## config.mk

```make
export PLATFORM = sky130hd
export DESIGN_NAME = shift_sequencer
export DESIGN_NICKNAME = d
export VERILOG_FILES = /design/src/rtl/shift_sequencer.sv
export SDC_FILE = /design/constraint.sdc
export NUM_CORES = 1
export LEC_CHECK = 0
export ABC_AREA = 1
export BUFFER_PORTS_ARGS = -buffer_cell sky130_fd_sc_hd__buf_2
export CAP_MARGIN = 10
export CORE_MARGIN = 1.5
export CORE_UTILIZATION = 47
export CTS_BUF_LIST = sky130_fd_sc_hd__clkbuf_4 sky130_fd_sc_hd__clkbuf_8
export DETAILED_ROUTE_END_ITERATION = 16
export MAX_ROUTING_LAYER = met4
export PLACE_DENSITY = 0.83
export SLEW_MARGIN = 20
export SYNTH_ARGS = -nofsm -noshare
export SYNTH_HDL_FRONTEND = slang
export SYNTH_SLANG_ARGS = --single-unit
```

## constraint.sdc

```tcl
create_clock -name clk -period 1.6 [get_ports clk]
set_input_delay 0.32 -clock clk [delete_from_list [all_inputs] [get_ports clk]]
set_output_delay 0.32 -clock clk [all_outputs]
set_load 0.02 [all_outputs]
```

## src/rtl/shift_sequencer.sv

```systemverilog
// Command sequencer for the 64-bit load/enable shifter: splits a 0..63 bit shift into load, 8-bit and 1-bit steps.
// Optional performance counters are enabled by defining SHIFT_SEQ_PERF_EN.
module shift_sequencer #(
  parameter int DATA_W = 64,
  parameter int AMT_W  = 6,
  parameter int PERF_W = 32
) (
  input  logic              clk,
  input  logic              rst_n,
  input  logic              req_valid,
  output logic              req_ready,
  input  logic [DATA_W-1:0] req_data,
  input  logic              req_dir,
  input  logic [AMT_W-1:0]  req_amt,
  output logic              sh_load,
  output logic              sh_ena,
  output logic [1:0]        sh_amount,
  output logic [DATA_W-1:0] sh_data,
  input  logic [DATA_W-1:0] sh_q,
  output logic              resp_valid,
  input  logic              resp_ready,
  output logic [DATA_W-1:0] resp_data
`ifdef SHIFT_SEQ_PERF_EN
  ,
  output logic [PERF_W-1:0] perf_ops,
  output logic [PERF_W-1:0] perf_busy_cyc
`endif
);

  if (DATA_W != 64) begin : g_bad_data_w
    $error("shift_sequencer: DATA_W must be 64 to match the shifter");
  end
  if (AMT_W != 6) begin : g_bad_amt_w
    $error("shift_sequencer: AMT_W must be 6");
  end
  if (PERF_W < 1) begin : g_bad_perf_w
    $error("shift_sequencer: PERF_W must be at least 1");
  end

  typedef enum logic [2:0] {
    IDLE    = 3'd0,
    LOAD    = 3'd1,
    STEP8   = 3'd2,
    STEP1   = 3'd3,
    CAPTURE = 3'd4,
    RESP    = 3'd5
  } state_t;

  state_t              state_q, state_d;
  logic                dir_q, dir_d;
  logic [2:0]          n8_q, n8_d;
  logic [2:0]          n1_q, n1_d;
  logic                sh_load_q, sh_load_d;
  logic                sh_ena_q, sh_ena_d;
  logic [1:0]          sh_amount_q, sh_amount_d;
  logic [DATA_W-1:0]   sh_data_q, sh_data_d;
  logic                resp_valid_q, resp_valid_d;
  logic [DATA_W-1:0]   resp_data_q, resp_data_d;

`ifdef SHIFT_SEQ_PERF_EN
  logic [PERF_W-1:0]   perf_ops_q, perf_ops_d;
  logic [PERF_W-1:0]   perf_busy_q, perf_busy_d;
`endif

  // Shifter pin outputs are registered, so each state's pin values are
  // computed on the transition into that state.
  always_comb begin
    state_d      = state_q;
    dir_d        = dir_q;
    n8_d         = n8_q;
    n1_d         = n1_q;
    sh_load_d    = 1'b0;
    sh_ena_d     = 1'b0;
    sh_amount_d  = 2'b00;
    sh_data_d    = sh_data_q;
    resp_valid_d = resp_valid_q;
    resp_data_d  = resp_data_q;

    unique case (state_q)
      IDLE: begin
        if (req_valid) begin
          sh_data_d = req_data;
          dir_d     = req_dir;
          n8_d      = req_amt[5:3];
          n1_d      = req_amt[2:0];
          sh_load_d = 1'b1;
          state_d   = LOAD;
        end
      end
      LOAD: begin
        if (n8_q != 3'd0) begin
          state_d     = STEP8;
          sh_ena_d    = 1'b1;
          sh_amount_d = dir_q ? 2'b11 : 2'b01;
        end else if (n1_q != 3'd0) begin
          state_d     = STEP1;
          sh_ena_d    = 1'b1;
          sh_amount_d = dir_q ? 2'b10 : 2'b00;
        end else begin
          state_d = CAPTURE;
        end
      end
      STEP8: begin
        n8_d = n8_q - 3'd1;
        if (n8_q == 3'd1) begin
          if (n1_q != 3'd0) begin
            state_d     = STEP1;
            sh_ena_d    = 1'b1;
            sh_amount_d = dir_q ? 2'b10 : 2'b00;
          end else begin
            state_d = CAPTURE;
          end
        end else begin
          sh_ena_d    = 1'b1;
          sh_amount_d = dir_q ? 2'b11 : 2'b01;
        end
      end
      STEP1: begin
        n1_d = n1_q - 3'd1;
        if (n1_q == 3'd1) begin
          state_d = CAPTURE;
        end else begin
          sh_ena_d    = 1'b1;
          sh_amount_d = dir_q ? 2'b10 : 2'b00;
        end
      end
      CAPTURE: begin
        resp_data_d  = sh_q;
        resp_valid_d = 1'b1;
        state_d      = RESP;
      end
      RESP: begin
        if (resp_ready) begin
          resp_valid_d = 1'b0;
          state_d      = IDLE;
        end
      end
      default: begin
        state_d = IDLE;
      end
    endcase
  end

`ifdef SHIFT_SEQ_PERF_EN
  always_comb begin
    perf_ops_d  = perf_ops_q;
    perf_busy_d = perf_busy_q;
    if (state_q == RESP && resp_ready) begin
      perf_ops_d = perf_ops_q + 1'b1;
    end
    if (state_q != IDLE) begin
      perf_busy_d = perf_busy_q + 1'b1;
    end
  end
`endif

  always_ff @(posedge clk) begin
    if (!rst_n) begin
      state_q      <= IDLE;
      dir_q        <= 1'b0;
      n8_q         <= 3'd0;
      n1_q         <= 3'd0;
      sh_load_q    <= 1'b0;
      sh_ena_q     <= 1'b0;
      sh_amount_q  <= 2'b00;
      sh_data_q    <= '0;
      resp_valid_q <= 1'b0;
      resp_data_q  <= '0;
`ifdef SHIFT_SEQ_PERF_EN
      perf_ops_q   <= '0;
      perf_busy_q  <= '0;
`endif
    end else begin
      state_q      <= state_d;
      dir_q        <= dir_d;
      n8_q         <= n8_d;
      n1_q         <= n1_d;
      sh_load_q    <= sh_load_d;
      sh_ena_q     <= sh_ena_d;
      sh_amount_q  <= sh_amount_d;
      sh_data_q    <= sh_data_d;
      resp_valid_q <= resp_valid_d;
      resp_data_q  <= resp_data_d;
`ifdef SHIFT_SEQ_PERF_EN
      perf_ops_q   <= perf_ops_d;
      perf_busy_q  <= perf_busy_d;
`endif
    end
  end

  // Ready is a pure decode of the state register, so it never overlaps RESP.
  assign req_ready  = (state_q == IDLE);
  assign sh_load    = sh_load_q;
  assign sh_ena     = sh_ena_q;
  assign sh_amount  = sh_amount_q;
  assign sh_data    = sh_data_q;
  assign resp_valid = resp_valid_q;
  assign resp_data  = resp_data_q;

`ifdef SHIFT_SEQ_PERF_EN
  assign perf_ops      = perf_ops_q;
  assign perf_busy_cyc = perf_busy_q;
`endif

endmodule

```

==> impl_results.md, run 1 <==
* Hold Crit Class: in -> reg
* Detail Route Antenna Nets at 0
* DR vias at 5250
* R2r setup slk at 0.11 ns
* Routed length per instance at 12.83 um
* CP Data Arrival Time at 1.17 ns
* Mapped Area at approximately 5200 sq um
* Post-Route WL at 14050 um
* Die ar. at 11730 sq um
* Worst-Skew Late Latency at 0.42 ns
* CP startpoint kind: flop
* GRT Overall Usage at 0.2428
* Mapped Cells at 675
* Starting density of the core at 0.4808
* Die Ht at 108.3 um
* Total negative slack at 0 ns
* CTS tree: yes
* Final-report hold violation count at 0
* Status: finished clean
* Worst Min Path Start: sh_q[31]
* Htree depth at 4
* Hold depth at 3
* Vias/cell at 4.795
* Commonest cells after routing, fill and taps aside: buf_2 (271), nand2_1 (154), dfxtp_1 (142), nor2_1 (138), a21oi_1 (71)
* Core box area at around 11000 sq um
* Initial antenna violation count at 0
* Yosys reg bits at 143
* Vias in the first global route at ~4700
* DR DRC count at 0
* Final Total Pwr at 13.36 mW
* Final #Nets at 1088
* Fmax achieved at 0.6704 GHz
* RR Startpoint: state_q[1]
* Worst r2r path cells at 7
* Layout cell share with drive strength beyond 1 at 0.3476
* Die width at 108.3 um
* Yosys warns at 0
* Commonest non-fill, non-tap cell in the layout: buf_2
* GRT overflow at 0
* Antenna diodes at 0
* Worst Hold End: resp_data[31]
* Clock tree sinks at between 100 and 150
* First-pass GRT wire length at 21610 um
* Final hold slack at 0.1252 ns
* CP required at 1.28 ns
* Leakage at ~3.6 nW
* Register area share after synthesis at 0.5492
* Final Max Tran Viols at 0
* # IOs at 273
* Syn-to-layout area delta at 38.09%
* Largest net degree at the start of global routing at 45
* Buffers on Ports at ~270
* Worst-margin pin slew at 0.2883 ns
* Placer congestion estimate at 0.8225
* HPWL after DPL at 10110 um
* Tmin final at 1.492 ns
* Clock buffer count from CTS at 17
* Row cnt at 38
* Crit path max fanout at 6
* Crit Reg-Reg Endpoint: sh_data[54]
* Root buffer cell: clkbuf_8
* Max-cap violations at 0
* Initial DRT Pass Iterations at 4
* Avg Cell Area, Syn at 7.722 sq um
* Finish-stage setup viols at 0
* Unique masters post-synth at 26
* Clk pin slew, worst setup/hold paths at 0.07 ns
* Final period util at 0.9322
* Net count after synthesis at 820
* Rel. slew slack at 0.8078
* Longest Clk Path Bufs at 2
* # hold bufs at CTS at 0
* Worst VDD drop at 0.9350 mV
* WS Path Type: reg -> out
* DRT iter0 DRCs at 385
* Unrepaired setup endpoints after global routing: false
* Clk_skew at 0.006104 ns
* Power Density at 1856 nW/um^2
* Critical Path Sink Type: primary output
* Number of fillers in the final layout at around 1000
==> per-layer routing <==
layer / track usage / share of wire / routed length, um / up-vias
met1: 0.2682 / 0.41 / 5787 / 2321
li1: - / - / - / 2687
met5: - / 0 / 0 / -
met3: 0.07957 / 0.084 / 1175 / 27
met4: 0.1015 / 0.020 / 286 / 0
met2: 0.4028 / 0.48 / 6798 / 215
==> metrics by stage <==
step,setup WS (ns),instances,instance area (sq um),utilization
CTS,0.007036,1095,7187,0.6630
finish,0.1084,1095,7198,0.6640
floorplan,0.3946,675,5213,-
global placement,0.2358,1063,6769,0.6244
global route,0.01373,1095,7198,0.6640
detailed placement,0.1834,1063,6769,0.6244
==> kinds of logic (layout without fill, tap and decap cells) <==
logic type,Yosys count,after routing,synth area share
DFF,143,143,0.5492
adders and majority gates,6,6,0.01440
buffers and inverters,67,347,0.06097
and+or+nand+nor,311,311,0.2319
AOI/OAI and AO/OA,148,148,0.1435
==> registers in the layout (all words and copies together) (netlist names) <==
signal / count
resp_data: 64
sh_data: 64
n1_q: 3
n8_q: 3
state_q: 3
sh_amount: 2
dir_q: 1
resp_valid: 1
sh_ena: 1
sh_load: 1
==> cell usage after synthesis <==
master | count | area share
nand2_1 | 155 | 0.11
dfxtp_1 | 143 | 0.55
nor2_1 | 138 | 0.099
a21oi_1 | 71 | 0.068
o21ai_0 | 62 | 0.060
inv_1 | 21 | 0.015
buf_2 | 20 | 0.019
clkbuf_1 | 15 | 0.011
nand3_1 | 11 | 0.011
o21ai_1 | 11 | 0.011
ha_1 | 6 | 0.014
buf_6 | 5 | 0.011
buf_1 | 2 | 0.0014
inv_2 | 2 | 0.0014
nand4_1 | 2 | 0.0024
a31oi_1 | 1 | 0.0012
buf_4 | 1 | 0.0014
clkinv_1 | 1 | 0.00072
nand2_2 | 1 | 0.0012
nand3_2 | 1 | 0.0019
nand3b_1 | 1 | 0.0014
nor2_2 | 1 | 0.0012
nor2_4 | 1 | 0.0022
o211ai_1 | 1 | 0.0014
o22ai_1 | 1 | 0.0012
o31ai_1 | 1 | 0.0014
==> worst max-delay path, cell delays in order, from the launching register on <==
cell and delay [ns]:
dfxtp_4 0.38, inv_2 0.07, nand2_2 0.10, inv_1 0.05
buf_4 0.15
==> worst max path at each step <==
stage / startpoint / to / depth (start not counted)
floorplan: state_q[0] / resp_data[14] / 6
global placement: state_q[0] / sh_data[43] / 6
detailed placement: state_q[0] / sh_data[47] / 6
CTS: state_q[2] / req_ready / 4
global route: state_q[1] / sh_data[61] / 7
finish: state_q[2] / req_ready / 4
==> timing repair <==
action / CTS / global route
setup buffers: 1 / 0
cloned: 0 / 0
gates resized for setup: 1 / 4
pin swaps: 1 / 0
setup endpoints to repair: 1 / 2
==> report_power, final <==
part           total, mW  internal [mW]  switching [mW]
combinational       5.43           1.97            3.46
sequential          4.97           4.51           0.461
clock               2.95           1.69            1.26
==> final cells by class <==
cell class,instances,area (sq um),share of cell area
clock buffer,24,299.0,0.04154
clock inverter,7,110.1,0.01530
inverter,24,90.09,0.01252
multi-input combinational,465,2039,0.2833
sequential,143,2867,0.3982
tap,140,175.2,0.02434
timing repair buffer,292,1618,0.2248
No activity file was read; power rests on OpenSTA's default activity.
==> inputs of run 2 (changes only) <==
--- a/config.mk
+++ b/config.mk
@@ -14,2 +14,3 @@
 export DETAILED_ROUTE_END_ITERATION = 16
+export GPL_TIMING_DRIVEN = 0
 export MAX_ROUTING_LAYER = met4
--- a/constraint.sdc
+++ b/constraint.sdc
@@ -3,2 +3,2 @@
 set_output_delay 0.32 -clock clk [all_outputs]
-set_load 0.02 [all_outputs]
+set_load 0.005 [all_outputs]
==> run 2 against run 1 <==
Against the previous run: worst hold slack gained 0.0078 ns; sequential power up 0.8%; global-route usage up 0.54 points; clock power is 1% lower; highest routed layer unchanged; register-to-register slack about the same; worst setup slack better by 0.011 ns; largest cell class unchanged; via count grew 1.2%; die area stayed put.
==> impl_results.md, run 2 (synthesized netlist as in run 1, its figures left out) <==
* GRT Overall Usage at 0.2482 (+0.005376)
* DRT iter0 DRCs at 365 (-5.2%)
* Vias in the first global route at 4815 (+1.6%)
* Worst Min Path Start: sh_q[18]
* Detail Route Antenna Nets at 0 (unchanged)
* Initial DRT Pass Iterations at 5 (+1)
* Commonest non-fill, non-tap cell in the layout: buf_2
* Initial antenna violation count at 3 (+3)
* Leakage at 3.565 nW (+0.24%)
* Clk pin slew, worst setup/hold paths at 0.07 ns (about the same)
* Root buffer cell: clkbuf_8
* Row cnt at 38 (unchanged)
* # IOs at 273 (unchanged)
* Final-report hold violation count at 0 (unchanged)
* Finish-stage setup viols at 0 (unchanged)
* Power Density at 1705 nW/um^2 (-8.1%)
* RR Startpoint: state_q[1]
* Layout cell share with drive strength beyond 1 at 0.3480 (about the same)
* Die ar. at 11730 sq um (unchanged)
* CP Data Arrival Time at 1.16 ns (about the same)
* Longest Clk Path Bufs at 2 (unchanged)
* GRT overflow at 0 (unchanged)
* WS Path Type: reg -> out
* Core box area at 10840 sq um (unchanged)
* Starting density of the core at 0.4808 (unchanged)
* Final #Nets at 1113 (+2.3%)
* Die width at 108.3 um (unchanged)
* CP startpoint kind: flop
* Number of fillers in the final layout at 990 (-0.60%)
* Vias/cell at 4.731 (-1.3%)
* CTS tree: yes
* Post-Route WL at 14440 um (+2.8%)
* HPWL after DPL at 10850 um (+7.3%)
* Fmax achieved at 0.6756 GHz (+0.77%)
* Clk_skew at 0.01051 ns (+0.004410 ns)
* Status: finished clean
* Largest net degree at the start of global routing at 17 (-62%)
* Routed length per instance at 12.86 um (+0.22%)
* Hold depth at 3 (unchanged)
* DR DRC count at 0 (unchanged)
* Buffers on Ports at 271 (-0.37%)
* Worst r2r path cells at 7 (unchanged)
* CP required at 1.28 ns (about the same)
* Placer congestion estimate at 0.8764 (+6.6%)
* Worst Hold End: resp_data[18]
* Crit Reg-Reg Endpoint: resp_data[29]
* Worst VDD drop at 1.023 mV (+9.4%)
* Worst-margin pin slew at 0.4612 ns (+0.1729 ns)
* DR vias at 5313 (+1.2%)
* Final Max Tran Viols at 0 (unchanged)
* Hold Crit Class: in -> reg
* Total negative slack at 0 ns (unchanged)
* Die Ht at 108.3 um (unchanged)
* Post-layout util at 0.6645 (about the same)
* Crit path max fanout at 7 (+1)
* Clock buffer count from CTS at 17 (unchanged)
* Critical Path Sink Type: primary output
* Commonest cells after routing, fill and taps aside: buf_2 (287), nand2_1 (154), dfxtp_1 (140), nor2_1 (138), a21oi_1 (71)
* Max-cap violations at 0 (unchanged)
* Syn-to-layout area delta at 38.19% (about the same)
* Htree depth at 4 (unchanged)
* Unrepaired setup endpoints after global routing: false
* Tmin final at 1.480 ns (-0.01138 ns)
* First-pass GRT wire length at 22020 um (+1.9%)
* Multi-input gate area at 2034 sq um (-0.25%)
* Reg area at 2869 sq um (about the same)
* R2r setup slk at 0.12 ns (about the same)
* Worst-Skew Late Latency at 0.42 ns (about the same)
* Final period util at 0.9251 (-0.007112)
* Rel. slew slack at 0.6925 (-0.1153)
* Clock tree sinks at 143 (unchanged)
run 2: changes by cell type in the layout (fill, tap and decap cells not counted), moves of 3 or more:
cell	delta
buf_4	-8
diode_2	+3
clkbuf_1	+15
clkbuf_8	+3
clkbuf_4	+3
buf_12	-8
buf_6	+4
buf_2	+16
run 2: timing repair:
| item | in CTS | in global routing |
|---|---|---|
| pin swaps | 1 | 0 |
| buffers inserted | 3 | 0 |
| gates resized for setup | 2 | 9 |
| hold buffers | 0 | 0 |
| setup endpoints to repair | 1 | 53 |
| cloned | 0 | 0 |
run 2: layer usage:
| metal | routed length [um] | global-route usage | vias to the layer above |
|---|---|---|---|
| met5 | 0 | - | - |
| met3 | 1092 | 0.06691 | 25 |
| li1 | - | - | 2748 |
| met4 | 288 | 0.1128 | 0 |
| met2 | 7059 | 0.4250 | 219 |
| met1 | 5998 | 0.2685 | 2321 |
run 2: where the power goes:
| part | internal [mW] | total (mW) | switching (mW) |
|---|---|---|---|
| Clock | 1.65 | 2.91 | 1.25 |
| Sequential | 4.52 | 5.01 | 0.490 |
| Combinational | 1.87 | 4.37 | 2.49 |
| Total | 8.04 | 12.3 | 4.23 |
run 2: layout make-up:
type                       instances  area share
buffer                            43     0.03300
sequential                       143      0.3983
clock buffer                      26     0.04620
timing repair buffer             274      0.1914
multi-input combinational        465      0.2824
tap                              140     0.02432
antenna                            3    0.001042
clock inverter                     5     0.01077
inverter                          24     0.01251
run 2: per-stage QoR:
step / setup slack, ns / hold WS [ns] / instance area [sq um] / cells / total power [mW]
global route: 0.002268 / 0.1091 / 7203 / 1123 / 13.22
detailed placement: -0.01645 / 0.4267 / 6744 / 1086 / 9.341
CTS: 0.007797 / 0.1004 / 7179 / 1120 / 12.35
floorplan: 0.3946 / 0.4160 / 5213 / 675 / 7.630
global placement: 0.03801 / 0.4265 / 6744 / 1086 / 9.219
finish: 0.1198 / 0.1330 / 7203 / 1123 / 12.28
run 2: how the worst max path moves through the flow:
stage | endpoint | slack [ns] | cells after the start | start
final | req_ready | 0.12 | 4 | state_q[1]
after global routing | resp_data[38] | 0.002 | 7 | state_q[1]
after CTS | req_ready | 0.008 | 4 | state_q[0]
after detailed placement | sh_data[8] | -0.02 | 5 | rst_n
after global placement | sh_data[14] | 0.04 | 5 | rst_n
after floorplan | resp_data[14] | 0.39 | 6 | state_q[0]
run 2: critical path: stages, from the launching register on:
cell and delay, ns:
dfxtp_4 0.38, nor2_4 0.13, nand2_2 0.07, inv_1 0.06
buf_2 0.11
==> inputs of run 3 (changes only) <==
Settings changed: PLACE_DENSITY 0.83 to 0.87.
==> run 3 against run 2 <==
Against the previous run: total power fell by 4.0%; highest routed layer unchanged; worst setup slack improved by 0.00073 ns; routed wire length down 0.44%; global-route usage barely moved; critical endpoint unchanged; cell count is 0.62% lower; largest cell class unchanged; utilization decreased by 0.95 points; via count up 0.17%; combinational power about the same.
==> impl_results.md, run 3 (synthesized netlist as in run 1, its figures left out) <==
* Layout cell share with drive strength beyond 1 at 0.3446 (-0.003344)
* Status: finished clean
* Tmin final at 1.479 ns (-0.0007260 ns)
* First-pass GRT wire length at 21850 um (-0.78%)
* Placer congestion estimate at 0.8169 (-6.8%)
* Vias in the first global route at 4882 (+1.4%)
* Hold Crit Class: in -> reg
* CP startpoint kind: flop
* Longest Clk Path Bufs at 2 (unchanged)
* Final #Nets at 1112 (-0.090%)
* Crit path max fanout at 7 (unchanged)
* Rel. slew slack at 0.6490 (-0.04356)
* Htree depth at 4 (unchanged)
* Finish-stage setup viols at 0 (unchanged)
* Clk pin slew, worst setup/hold paths at 0.07 ns (about the same)
* Cell-by-cell trace of the critical path: nor2_4, nand2_2, inv_1, buf_2
* Worst-margin pin slew at 0.5265 ns (+0.06534 ns)
* DR vias at 5322 (+0.17%)
* Routed length per instance at 12.88 um (+0.19%)
* Die width at 108.3 um (unchanged)
* CP max-delay cell: dfxtp_4
* Initial DRT Pass Iterations at 5 (unchanged)
* Row cnt at 38 (unchanged)
* GRT Overall Usage at 0.2478 (-0.0003639)
* DR DRC count at 0 (unchanged)
* Largest net degree at the start of global routing at 17 (unchanged)
* Die Ht at 108.3 um (unchanged)
* Clk_skew at 0.005921 ns (-0.004592 ns)
* CP required at 1.28 ns (about the same)
* DRT iter0 DRCs at 301 (-18%)
* Crit path buf inv count at 2 (unchanged)
* Die ar. at 11730 sq um (unchanged)
* CP Data Arrival Time at 1.16 ns (about the same)
* Delay-heaviest family, CP: flip-flops
* # hold bufs at CTS at 0 (unchanged)
* Critical Path Sink Type: primary output
* Max-cap violations at 0 (unchanged)
* Worst-Skew Late Latency at 0.42 ns (about the same)
* Final hold slack at 0.1299 ns (-0.003008 ns)
* Final-report hold violation count at 0 (unchanged)
* # IOs at 273 (unchanged)
* Crit path largest cell delay at 0.37 ns (about the same)
* Buffers on Ports at 271 (unchanged)
* Unrepaired setup endpoints after global routing: false
* Post-Route WL at 14380 um (-0.44%)
* Leakage at 3.519 nW (-1.3%)
* Initial antenna violation count at 1 (-2)
* GRT overflow at 0 (unchanged)
* HPWL after DPL at 10920 um (+0.62%)
* Power Density at 1660 nW/um^2 (-2.6%)
* Clock buffer count from CTS at 17 (unchanged)
* Core box area at 10840 sq um (unchanged)
* Starting density of the core at 0.4808 (unchanged)
* Commonest cells after routing, fill and taps aside: buf_2 (289), nand2_1 (154), dfxtp_1 (140), nor2_1 (138), a21oi_1 (71)
* Fmax achieved at 0.6759 GHz (about the same)
* CTS tree: yes
* Root buffer cell: clkbuf_8
* Detail Route Antenna Nets at 0 (unchanged)
* Vias/cell at 4.769 (+0.80%)
* Total negative slack at 0 ns (unchanged)
* Final period util at 0.9247 (about the same)
* Post-layout util at 0.6550 (-0.009465)
* Commonest non-fill, non-tap cell in the layout: buf_2
* Worst VDD drop at 0.9244 mV (-9.6%)
* WS Path Type: reg -> out
* Final Max Tran Viols at 0 (unchanged)
* Clock tree sinks at 143 (unchanged)
* Syn-to-layout area delta at 36.22%
[run 3: changes by cell type in the layout (fill, tap and decap cells not counted), moves of 2 or more]
cell       previous run  this run
bufinv_16             2         0
clkbuf_8             22        20
buf_2               287       289
diode_2               3         1
[run 3: stage by stage]
step	cells	power [mW]	instance area (sq um)	worst slack, ns
2_1_floorplan	675	7.630	5213	0.3946
3_3_place_gp	1086	9.225	6744	0.04831
3_5_place_dp	1086	9.362	6744	0.01771
4_1_cts	1115	11.86	7084	0.03269
5_1_grt	1116	12.72	7101	0.007921
6_report	1116	11.79	7101	0.1205
[run 3: layer usage]
| layer | up-vias | wire (um) | global-route usage |
|---|---|---|---|
| met2 | 208 | 7087 | 0.4254 |
| met3 | 15 | 1179 | 0.07535 |
| li1 | 2739 | - | - |
| met1 | 2360 | 5871 | 0.2660 |
| met4 | 0 | 238 | 0.1024 |
| met5 | - | 0 | - |
[run 3: power by group]
group | internal, mW | switching (mW)
combinational | 1.85 | 2.50
clock | 1.23 | 1.19
sequential | 4.52 | 0.488
[run 3: final cells by class]
| cell class | count | area [sq um] |
|---|---|---|
| fillers | 1016 | 3740 |
| flip-flops and latches | 143 | 2872 |
| multi-input cells | 465 | 2034 |
| repair buffers | 273 | 1371 |
| clock buffers | 25 | 312.8 |
| plain buffers | 43 | 232.7 |
| well taps | 140 | 175.2 |
| inverters | 24 | 90.09 |
| clock inverters | 2 | 10.01 |
| diodes | 1 | 2.502 |
[run 3: worst paths after layout]
path                    from             to  slack, ns  cells past startpoint
setup / recovery  state_q[0]      req_ready       0.12                      4
hold / removal      sh_q[22]  resp_data[22]       0.13                      3
setup reg to reg  state_q[0]  resp_data[44]       0.15                      7
hold reg to reg        dir_q   sh_amount[1]       0.44                      2
[run 3: worst reg2reg max path, delay by kind of cell, from the launching register on]
| kind | cells | cell delay [ns] |
|---|---|---|
| buffers and inverters | 3 | 0.51 |
| flip-flops | 1 | 0.37 |
| AND/OR/NAND/NOR | 3 | 0.27 |
| AO/OA/AOI/OAI | 1 | 0.18 |
[run 3: what timing repair did]
action / 4_1_cts / 5_1_grt
setup buffers: 2 / 0
pin swaps: 1 / 1
setup endpoints to repair: 1 / 39
resized for setup: 2 / 8
